[src/rtl/hls_activity_monitor.sv]
// Passive profiling monitor for one HLS module handshake and one pipelined loop.
// Counts transactions, invocations, iterations, stalls and busy cycles.
module hls_activity_monitor #(
    parameter int ST_W  = 1,
    parameter int CNT_W = 32
) (
    input  logic             clock,
    input  logic             reset,
    input  logic             ap_start,
    input  logic             ap_ready,
    input  logic             ap_done,
    input  logic             ap_continue,
    input  logic [ST_W-1:0]  cur_state,
    input  logic [ST_W-1:0]  iter_start_state,
    input  logic [ST_W-1:0]  iter_end_state,
    input  logic [ST_W-1:0]  quit_state,
    input  logic             iter_start_block,
    input  logic             iter_end_block,
    input  logic             quit_block,
    input  logic             iter_start_enable,
    input  logic             iter_end_enable,
    input  logic             quit_enable,
    input  logic             loop_start,
    input  logic             loop_ready,
    input  logic             loop_done,
    input  logic             loop_continue,
    input  logic             quit_at_end,
    input  logic             finish,
    output logic [1:0]       mod_state,
    output logic [CNT_W-1:0] mod_txn_cnt,
    output logic [CNT_W-1:0] mod_ready_cnt,
    output logic [CNT_W-1:0] mod_busy_cyc,
    output logic             loop_active,
    output logic [CNT_W-1:0] loop_inv_cnt,
    output logic [CNT_W-1:0] iter_start_cnt,
    output logic [CNT_W-1:0] iter_end_cnt,
    output logic [CNT_W-1:0] iter_inflight,
    output logic [CNT_W-1:0] loop_stall_cyc,
    output logic [CNT_W-1:0] loop_quit_cnt,
    output logic             frozen
);

    typedef enum logic [1:0] {
        IDLE      = 2'd0,
        RUN       = 2'd1,
        WAIT_CONT = 2'd2
    } mod_state_t;

    localparam logic [CNT_W-1:0] ONE = CNT_W'(1);

    function automatic logic [CNT_W-1:0] sat_inc(
        input logic [CNT_W-1:0] v,
        input logic             en
    );
        return (en && v != '1) ? v + ONE : v;
    endfunction

    mod_state_t state_q, state_d;
    logic       txn_ev;
    logic       run;
    logic       win;
    logic       start_ev, end_ev, quit_ev, stall_ev;
    logic       inv_ev;
    logic       loop_active_d;

    // Nothing moves on or after the first sampled finish.
    assign run = !frozen && !finish;

    assign start_ev = (cur_state == iter_start_state) && iter_start_enable
                      && !iter_start_block;
    assign end_ev   = (cur_state == iter_end_state) && iter_end_enable
                      && !iter_end_block;
    assign quit_ev  = (cur_state == quit_state) && quit_enable && !quit_block
                      && (quit_at_end ? end_ev : 1'b1);
    assign stall_ev = (cur_state == iter_start_state) && iter_start_block;

    assign inv_ev = loop_start && !loop_active;
    assign win    = loop_active || loop_start;

    always_comb begin
        loop_active_d = loop_active;
        if (win && loop_done && loop_continue)
            loop_active_d = 1'b0;
        else if (inv_ev)
            loop_active_d = 1'b1;
    end

    // IDLE falls through to the RUN rules so start+done is one transaction.
    always_comb begin
        state_d = state_q;
        txn_ev  = 1'b0;
        unique case (state_q)
            IDLE, RUN: begin
                if (state_q == RUN || ap_start) begin
                    state_d = RUN;
                    if (ap_done && ap_continue) begin
                        state_d = IDLE;
                        txn_ev  = 1'b1;
                    end else if (ap_done) begin
                        state_d = WAIT_CONT;
                    end
                end
            end
            WAIT_CONT: begin
                if (ap_continue) begin
                    state_d = IDLE;
                    txn_ev  = 1'b1;
                end
            end
            default: state_d = IDLE;
        endcase
    end

    assign mod_state = state_q;

    always_ff @(posedge clock or negedge reset) begin
        if (!reset) begin
            state_q        <= IDLE;
            frozen         <= 1'b0;
            mod_txn_cnt    <= '0;
            mod_ready_cnt  <= '0;
            mod_busy_cyc   <= '0;
            loop_active    <= 1'b0;
            loop_inv_cnt   <= '0;
            iter_start_cnt <= '0;
            iter_end_cnt   <= '0;
            iter_inflight  <= '0;
            loop_stall_cyc <= '0;
            loop_quit_cnt  <= '0;
        end else begin
            if (finish)
                frozen <= 1'b1;
            if (run) begin
                state_q        <= state_d;
                mod_txn_cnt    <= sat_inc(mod_txn_cnt, txn_ev);
                mod_ready_cnt  <= sat_inc(mod_ready_cnt, ap_ready);
                mod_busy_cyc   <= sat_inc(mod_busy_cyc, state_q != IDLE);
                loop_active    <= loop_active_d;
                loop_inv_cnt   <= sat_inc(loop_inv_cnt, inv_ev);
                iter_start_cnt <= sat_inc(iter_start_cnt, win && start_ev);
                iter_end_cnt   <= sat_inc(iter_end_cnt, win && end_ev);
                loop_stall_cyc <= sat_inc(loop_stall_cyc, win && stall_ev);
                loop_quit_cnt  <= sat_inc(loop_quit_cnt, win && quit_ev);
                if (win && start_ev && !end_ev)
                    iter_inflight <= sat_inc(iter_inflight, 1'b1);
                else if (win && end_ev && !start_ev && iter_inflight != '0)
                    iter_inflight <= iter_inflight - ONE;
            end
        end
    end

    logic unused;
    assign unused = loop_ready;

endmodule

[config.mk]
export PLATFORM = sky130hd
export DESIGN_NAME = hls_activity_monitor
export DESIGN_NICKNAME = d
export VERILOG_FILES = /design/src/rtl/hls_activity_monitor.sv
export SDC_FILE = /design/constraint.sdc
export NUM_CORES = 1
export LEC_CHECK = 0
export ABC_AREA = 1
export BUFFER_PORTS_ARGS = -buffer_cell sky130_fd_sc_hd__buf_2
export CORE_MARGIN = 1.5
export CORE_UTILIZATION = 50
export DETAILED_ROUTE_END_ITERATION = 8
export PLACE_DENSITY_LB_ADDON = 0.08
export SETUP_SLACK_MARGIN = 0.05
export SLEW_MARGIN = 10
export SYNTH_ARGS = -nofsm -noshare
export SYNTH_HDL_FRONTEND = slang
export SYNTH_SLANG_ARGS = --single-unit
[constraint.sdc]
create_clock -name clock -period 4.05 [get_ports clock]
set_input_delay 0.2025 -clock clock [delete_from_list [all_inputs] [get_ports clock]]
set_output_delay 0.2025 -clock clock [all_outputs]
set_load 0.02 [all_outputs]
==> results.yml, run 1 <==
synthesis:
  synth_top_family_by_area: "simple AND/OR/NAND/NOR gates"
  yosys-mux-area-fraction: 0
  yosysMostFrequentCell: "nand2_1"
  synth_area_mm2: 0.02002
  synth_edf_count: 0
  yosys-top-cells-count: "nand2_1 (1166), nor2_1 (329), inv_1 (316)"
  synthAdderAreaFrac: 0.02538
  synth_top_cell_by_area: "dfrtp_1"
  synth_simple_gate_area_frac: 0.3905
  synthFlopType: "dfrtp_1"
  yosys-top-cells-area: "dfrtp_1 (37%), nand2_1 (22%), xor2_1 (7.3%)"
  yosysWarnings: 0
  synth_seq_area_share: 0.3650
  synth_area_per_cell_um2: 6.742
  synth_nets: 3031
  syn_inst: 2969
  ys_types: 46
  synthXorXnorAreaFrac: 0.09976
  synth-async-reset-ratio: 1.000
  synth_compound_area_frac: 0.03757
  synth_top_area_share: 0.3650
  ys_ff_latch: 292
worst_setup_path:
  endpoint_kind: "register"
  crit_chain: "nor2_1, inv_1, nand3_1, nor2_2, inv_2, ha_1, nand2_1, inv_1, nand2_1, nand2_1, nand2_1, nand3_1, nand2_1, nand3_1, nand3_1, nand2_1"
  cp-start-kind: "register"
  r2r_end: "iter_inflight[27]"
  crit_path_start: "loop_active"
  cp_num_cells: 16
  crit_family: "simple AND/OR/NAND/NOR gates"
  reg2regPathDepth: 16
  cp_num_buf_inv: 3
  worstPathArrival_ps: 3690
  rr_startpoint: "loop_active"
  critical_path_required_ps: 4480
  critPathKind: "register to register"
  critPathSlowestCell: "inv_2"
  crit_path_frequent_cell: "nand2_1"
  r2r_slack_ps: 780
  critPathMaxFanout: 34
  max_stage_delay_ps: 550
drt:
  drt_iter0_drc: 1272
  drc: 0
  num_vias: 19616
  antenna_left: 0
  dr.pass1.iters: 6
  avgViaCountPerCell: 5.134
  totalWireLength_mm: 58.64
  wire_per_inst_um: 15.35
clock_tree:
  cts_buffer_depth: 3
  cts_hold_buf: 4
  clock_latency_ps: 550
  cts_tree: "built"
  postCtsResizedCells: 0
  numCtsBuffers: 36
  cts_max_level: 2
  clock_sinks: 292
  post_cts_buffers: 0
  clockRootBuffer: "clkbuf_16"
  clkTransAtPathRegs_ps: 60
placed_design:
  placed_area_mm2: 0.02191
  place.gp.congestion: 0.9541
  hpwl_mm: 44.31
  port_buffers: 312
min_path:
  hold_class: "primary input to register"
  holdPathEnd: "mod_state[1]"
  hold_path_depth: 4
  min-delay-start: "ap_continue"
run:
  maxCapViolations: 0
outcome:
  outcome: "finished clean"
floorplan:
  die_y_um: 203.1
  io_pins: 314
  num_rows: 73
  initial_core_util: 0.5050
  die_width_um: 203.1
  core-area_mm2: 0.03964
  die-area_mm2: 0.04124
timing:
  period_minus_slack_ps: 3265
  maxSlewHeadroom: 0.1894
  rsz0062_at_grt: "no"
  finalSetupTns_ps: 0
  finalHoldViolCount: 0
  slew_violations: 0
  post-route-period-util: 0.8063
  setup_viol: 0
  max_freq_ghz: 0.3062
  skew_ps: 14.99
  worstMarginPinSlew_ps: 1215
pwr:
  ir_drop_v: 0.0003535
  power-per-cell-area_mw_per_mm2: 327.2
  p_leak_uw: 0.01212
global_route:
  antenna_found_initial: 1
  grt_max_degree: 94
  first_global_vias: 18505
  overflow: 0
  grt_first_pass_wirelength_mm: 94.91
  track_usage: 0.2831
layout:
  drive_above_1_share: 0.1256
  final_nets: 3333
  fillers: 3899
  area_growth_pct: 15.56
  stdcell_area_mm2: 0.02313
area by class of cell:
cell class	instances	area, um^2	share of cell area
timing repair buffer	321	1674	0.07237
clock inverter	6	66.31	0.002867
antenna	1	2.502	0.0001082
inverter	328	1241	0.05366
sequential	292	7307	0.3159
multi-input combinational	2292	11080	0.4788
tap	525	656.9	0.02840
clock buffer	56	1109	0.04792
state kept, by name, summed over array words and instances, names as in the netlist:
register / count
loop_quit_cnt: 32
mod_txn_cnt: 32
loop_active: 1
frozen: 1
mod_ready_cnt: 32
loop_inv_cnt: 32
iter_inflight: 32
mod_busy_cyc: 32
iter_start_cnt: 32
mod_state: 2
loop_stall_cyc: 32
iter_end_cnt: 32
stage by stage:
stage / std cells / worst slack (ps) / utilization / hold slack (ps) / power [uW]
4_1_cts: 3820 / 830.2 / 0.5835 / 50.03 / 7653
6_report: 3821 / 784.7 / 0.5835 / 67.84 / 7570
5_1_grt: 3821 / 538.5 / 0.5835 / 110.8 / 7943
3_3_place_gp: 3754 / 916.8 / 0.5528 / 221.6 / 4362
2_1_floorplan: 2969 / 1530 / - / -93.09 / 3991
3_5_place_dp: 3754 / 853.2 / 0.5528 / 227.5 / 4383
layout by cell type, fill, tap and decap left out, types with 2 or more instances in the layout:
cell,Yosys,routed
a21oi_1,21,21
o21ai_1,37,37
inv_4,2,2
nor3b_1,3,3
clkbuf_8,0,9
clkbuf_1,4,9
nor3_1,126,126
dlygate4sd3_1,0,4
and2_1,3,3
buf_12,0,2
clkinv_2,0,4
inv_2,9,9
nand3_2,6,6
xor2_1,167,167
nor2_2,6,7
buf_2,31,311
nand3_1,147,147
ha_1,39,39
nand4_1,59,59
nand3_4,2,2
buf_4,6,3
o21ai_0,68,68
nor4_1,4,4
dfrtp_1,292,292
nor2_1,329,328
nand3b_1,19,19
inv_1,316,316
or2_1,3,3
o21ai_2,6,6
clkbuf_16,0,38
nand2_1,1166,1166
nor3_2,4,4
xnor2_1,61,61
worst max-delay path by stage:
stage          slack [ps]                 to
2_1_floorplan        1530  iter_inflight[31]
3_3_place_gp          920  iter_inflight[27]
3_5_place_dp          850  iter_inflight[27]
4_1_cts               830  iter_inflight[27]
5_1_grt               540  iter_inflight[27]
6_report              780  iter_inflight[27]
worst register-to-register path, stage by stage, from the launching register on:
cell     delay (ps)
dfrtp_1         400
nor2_1          350
inv_1           110
nand3_1         140
nor2_2          100
inv_2           560
ha_1            430
nand2_1         160
inv_1            80
nand2_1          70
nand2_1          50
nand2_1          60
nand3_1         250
nand2_1         170
nand3_1          80
nand3_1          90
nand2_1          60
power breakdown:
part | switching [uW] | internal (uW) | total, uW
registers | 110 | 2990 | 3100
logic | 844 | 403 | 1250
clock network | 1280 | 1940 | 3220
cells by family after synthesis:
family,Yosys count
adders and majority gates,40
and+or+nand+nor,1884
buffers and inverters,385
AOI/OAI and AO/OA,140
xor gates and xnor gates,228
DFF,292
layer usage:
metal	track usage	vias up	wire length [um]
met5	0	-	0
met4	0.1101	0	2113
met3	0.04799	123	3724
met2	0.4499	597	26280
met1	0.3853	9022	26510
li1	-	9874	-
No activity file was read; power rests on OpenSTA's default activity.
==> inputs of run 2 (changes only) <==
Clock period 4.05 ns to 3 ns, I/O delays scaled along.
==> run 2 against run 1 <==
Net effect:
- global-route usage grew 0.34 points
- combinational power grew 36%
- critical endpoint is now iter_inflight[29]
- largest cell class unchanged
- clock skew grew 7.5 ps
- setup slack lost 460 ps
- critical path type unchanged
- core utilization grew 0.64 points
- clock-buffer cell count shrank 6
- via count is essentially flat
- critical path depth grew 2
- highest routed layer is now met5
==> results.yml, run 2 (synthesized netlist as in run 1, its figures left out) <==
layout:
  drive_above_1_share: 0.1303
  final_core_util: 0.5899
  area_growth_pct: 16.83
  final_cell_count_no_fill: 3833
  fillers: 3916
  final_cell_mix: "nand2_1 (1166), nor2_1 (327), inv_1 (316)"
  antenna_cells: 0
  final_nets: 3342
  multi_input_comb_area_mm2: 0.01110
  regArea_mm2: 0.007307
  layout_commonest_cell: "nand2_1"
min_path:
  holdPathEnd: "frozen"
  hold_class: "primary input to register"
  hold_path_depth: 2
  min-delay-start: "finish"
floorplan:
  num_rows: 73
  core-area_mm2: 0.03964
  initial_core_util: 0.5050
  io_pins: 314
  die_y_um: 203.1
  die_width_um: 203.1
  die-area_mm2: 0.04124
placed_design:
  hpwl_mm: 44.53
  port_buffers: 312
  place.gp.congestion: 0.9424
  dp.cells: 3762
clock_tree:
  post_cts_buffers: 0
  clock_sinks: 292
  clkTransAtPathRegs_ps: 50
  cts_buffer_depth: 3
  cts_max_level: 2
  numCtsBuffers: 36
  cts_tree: "built"
  clockRootBuffer: "clkbuf_16"
  clock_latency_ps: 560
timing:
  period_minus_slack_ps: 2680
  finalHoldViolCount: 0
  slew_violations: 0
  skew_ps: 22.49
  holdWs_ps: 44.92
  max_freq_ghz: 0.3732
  setup_viol: 0
  rsz0062_at_grt: "no"
  maxSlewHeadroom: 0.5454
  finalSetupTns_ps: 0
  worstMarginPinSlew_ps: 680.3
  post-route-period-util: 0.8933
worst_setup_path:
  cp-start-kind: "register"
  r2r_slack_ps: 320
  critPathMaxFanout: 30
  rr_startpoint: "loop_active"
  worstPathArrival_ps: 3120
  critPathKind: "register to register"
  endpoint_kind: "register"
  critical_path_required_ps: 3440
  reg2regPathDepth: 18
  r2r_end: "iter_inflight[29]"
global_route:
  overflow: 0
  track_usage: 0.2865
  first_global_vias: 18471
  grt_max_degree: 77
  antenna_found_initial: 1
  grt_first_pass_wirelength_mm: 95.42
pwr:
  p_int_uw: 7634
  pwr-share-comb: 0.158
  power-per-cell-area_mw_per_mm2: 458.8
  p_leak_uw: 0.01224
  p_sw_uw: 3094
  pwr-share-clk: 0.452
  power_frac_seq: 0.390
  ir_drop_v: 0.0004247
  swShare: 0.2884
  power_uw: 10730
drt:
  antenna_left: 0
  drt_iter0_drc: 1208
  totalWireLength_mm: 58.95
  dr.pass1.iters: 5
  wire_per_inst_um: 15.38
  avgViaCountPerCell: 5.115
  drc: 0
  num_vias: 19605
outcome:
  outcome: "finished clean"
run:
  maxCapViolations: 0
run 2: how the worst max path moves through the flow:
stage / startpoint / end / slack (ps) / depth (start not counted)
2_1_floorplan: loop_active / iter_inflight[31] / 480 / 16
3_3_place_gp: loop_active / iter_inflight[27] / 240 / 17
3_5_place_dp: loop_active / iter_inflight[27] / 160 / 17
4_1_cts: loop_active / iter_inflight[19] / 150 / 18
5_1_grt: loop_active / iter_inflight[29] / 50 / 18
6_report: loop_active / iter_inflight[29] / 320 / 18
run 2: per-layer routing:
layer / part of all wire / global-route usage
met5: 0.00015 / 0
met1: 0.46 / 0.3952
met3: 0.064 / 0.05490
met2: 0.44 / 0.4467
met4: 0.035 / 0.1058
run 2: cell type report:
| type | count | share of cell area |
|---|---|---|
| clock inverters | 16 | 0.01145 |
| well taps | 525 | 0.02809 |
| inverters | 328 | 0.05308 |
| multi-input cells | 2292 | 0.4746 |
| clock buffers | 50 | 0.04468 |
| repair buffers | 330 | 0.07566 |
| flip-flops and latches | 292 | 0.3125 |
run 2: worst max-delay path: stages, from the launching register on:
cell,delay [ps]
dfrtp_1,410
nor2_4,70
inv_1,70
nand3_1,140
nor2_4,160
inv_2,100
buf_12,190
ha_1,360
nand2_1,110
inv_1,80
nand2_1,70
nor3_1,190
nand2_1,80
nand2_1,140
nand2_1,130
nand2_1,80
nand2_1,40
nand3_1,60
nand2_1,50
run 2: power groups by stage:
stage	logic [uW]	registers (uW)	clock network, uW
finish	1700	4180	4850
global route	1940	4200	5110
CTS	1700	4180	4950
detailed placement	1680	4250	0
global placement	1660	4250	0
floorplan	1050	4330	0
run 2: per-stage QoR:
stage	cell area, um^2	setup slack [ps]
finish	23380	320.2
global route	23380	54.30
detailed placement	22000	159.7
CTS	23360	149.9
global placement	22000	239.1
floorplan	20020	480.3
run 2: repair_timing:
action	in CTS	in global routing
hold buffers	5	0
gates resized for setup	0	4
endpoints found under the setup margin	0	21
endpoints found under the hold margin	75	0
==> inputs of run 3 (changes only) <==
Settings changed: CORE_MARGIN 1.5 to default.
==> run 3 against run 2 <==
Net effect:
- flip-flop and latch count unchanged
- combinational power about the same
- final area rose by 0.14%
- wire length is 0.70% lower
- clock-buffer cell count unchanged
- total power rose by 0.43%
- highest routed layer is now met4
- sequential power hardly changed
- non-clock buffer count grew 3
- first-iteration DRC count is 19% higher
- critical path depth shrank 2
- global-route usage barely moved
==> results.yml, run 3 (synthesized netlist as in run 1, its figures left out) <==
timing:
  finalHoldViolCount: 0
  skew_ps: 16.62
  maxSlewHeadroom: 0.2050
  worstMarginPinSlew_ps: 1191
  period_minus_slack_ps: 2706
  finalSetupTns_ps: 0
  post-route-period-util: 0.9020
  rsz0062_at_grt: "no"
  setup_viol: 0
  max_freq_ghz: 0.3695
  setup_ws_ps: 294.0
  slew_violations: 0
worst_setup_path:
  critical_path_required_ps: 3440
  critPathSlowestCell: "dfrtp_1"
  reg2regPathDepth: 16
  max_stage_delay_ps: 420
  critPathKind: "register to register"
  worstPathArrival_ps: 3150
  cp_num_cells: 16
  crit_chain: "nor2_4, inv_1, nand3_1, nor2_4, inv_2, buf_12, ha_1, nand2_1, nor2_1, nand3_1, nand3_1, nand2_1, nand2_1, nand2_1, nand3_1, nand2_1"
  rr_startpoint: "loop_active"
  critPathMaxFanout: 34
  crit_path_frequent_cell: "nand2_1"
  crit_path_start: "loop_active"
  crit_family: "simple AND/OR/NAND/NOR gates"
  cp-start-kind: "register"
  cp_num_buf_inv: 3
  endpoint_kind: "register"
floorplan:
  die_width_um: 202.1
  io_pins: 314
  initial_core_util: 0.5120
  die-area_mm2: 0.04084
  core-area_mm2: 0.03910
  die_y_um: 202.1
  num_rows: 72
layout:
  area_growth_pct: 17.00
  antenna_cells: 0
  final_cell_mix: "nand2_1 (1166), nor2_1 (327), inv_1 (316)"
  layout_commonest_cell: "nand2_1"
  drive_above_1_share: 0.1308
  fillers: 3825
  final_cell_count_no_fill: 3828
  final_nets: 3345
clock_tree:
  post_cts_buffers: 0
  clockRootBuffer: "clkbuf_16"
  clock_sinks: 292
  cts_tree: "built"
  clock_latency_ps: 550
  cts_max_level: 2
  numCtsBuffers: 36
  clkTransAtPathRegs_ps: 60
  cts_buffer_depth: 3
drt:
  antenna_left: 0
  num_vias: 19750
  avgViaCountPerCell: 5.159
  dr.pass1.iters: 5
  drc: 0
  totalWireLength_mm: 58.54
  wire_per_inst_um: 15.29
  drt_iter0_drc: 1435
pwr:
  ir_drop_v: 0.0004757
  p_leak_uw: 0.01226
  power-per-cell-area_mw_per_mm2: 460.1
global_route:
  grt_first_pass_wirelength_mm: 94.89
  overflow: 0
  grt_max_degree: 70
  first_global_vias: 18483
  antenna_found_initial: 0
  track_usage: 0.2868
placed_design:
  hpwl_mm: 44.61
  place_ws_ps: 188.5
  place.gp.congestion: 0.9492
  dp.cells: 3757
  port_buffers: 312
min_path:
  min-delay-start: "ap_start"
  hold_class: "primary input to register"
  hold_path_depth: 4
run:
  maxCapViolations: 0
outcome:
  outcome: "finished clean"
run 3: changes by cell type in the layout (fill, tap and decap cells not counted), sizes merged:
cell,change
buf,+2
inv,-2
dlygate4sd3,+1
clkinvlp,-1
clkinv,+2
run 3: cell type report:
type / count / area [um^2] / area share
multi-input cells: 2292 / 11090 / 0.4735
flip-flops and latches: 292 / 7307 / 0.3120
repair buffers: 333 / 1794 / 0.07661
inverters: 328 / 1241 / 0.05300
clock buffers: 50 / 1076 / 0.04595
well taps: 518 / 648.1 / 0.02768
clock inverters: 15 / 264.0 / 0.01127
run 3: per-stage QoR:
step / hold slack (ps) / area (um^2) / utilization / total power (uW)
final: 73.57 / 23420 / 0.5990 / 10770
after global routing: 117.9 / 23420 / 0.5990 / 11270
after CTS: 48.89 / 23410 / 0.5987 / 10880
after detailed placement: 162.7 / 22010 / 0.5629 / 5927
after global placement: 156.4 / 22010 / 0.5629 / 5901
after floorplan: -145.6 / 20020 / - / 5388
run 3: final timing paths:
kind	end	slack, ps
min in group asynchronous	mod_busy_cyc[17]	160
max in group asynchronous	mod_txn_cnt[13]	2030
worst max register to register	iter_inflight[27]	290
worst max-delay path	iter_inflight[27]	290
worst min register to register	loop_inv_cnt[6]	510
worst min-delay path	mod_state[0]	70
run 3: routing by layer:
| metal | global-route usage | vias up | wire, um |
|---|---|---|---|
| li1 | - | 9911 | - |
| met1 | 0.3921 | 9135 | 26170 |
| met2 | 0.4520 | 593 | 26320 |
| met3 | 0.05434 | 111 | 4091 |
| met4 | 0.1034 | 0 | 1965 |
| met5 | 0 | - | 0 |
run 3: worst register-to-register path, delay by kind of cell, from the launching register on:
kind                       cells  cell delay (ps)
and+or+nand+nor               12             1470
buffers and inverters          3              310
DFF                            1              420
adders and majority gates      1              380
run 3: report_power, final:
part           switching (uW)  total, uW  internal (uW)
clock                    1780       4890           3110
sequential                143       4180           4040
combinational            1150       1700            554
run 3: timing repair:
action | in CTS | in global routing
resized for setup | 0 | 3
endpoints found under the setup margin | 0 | 13
hold endpoints to repair | 68 | 0
hold buffers | 6 | 0
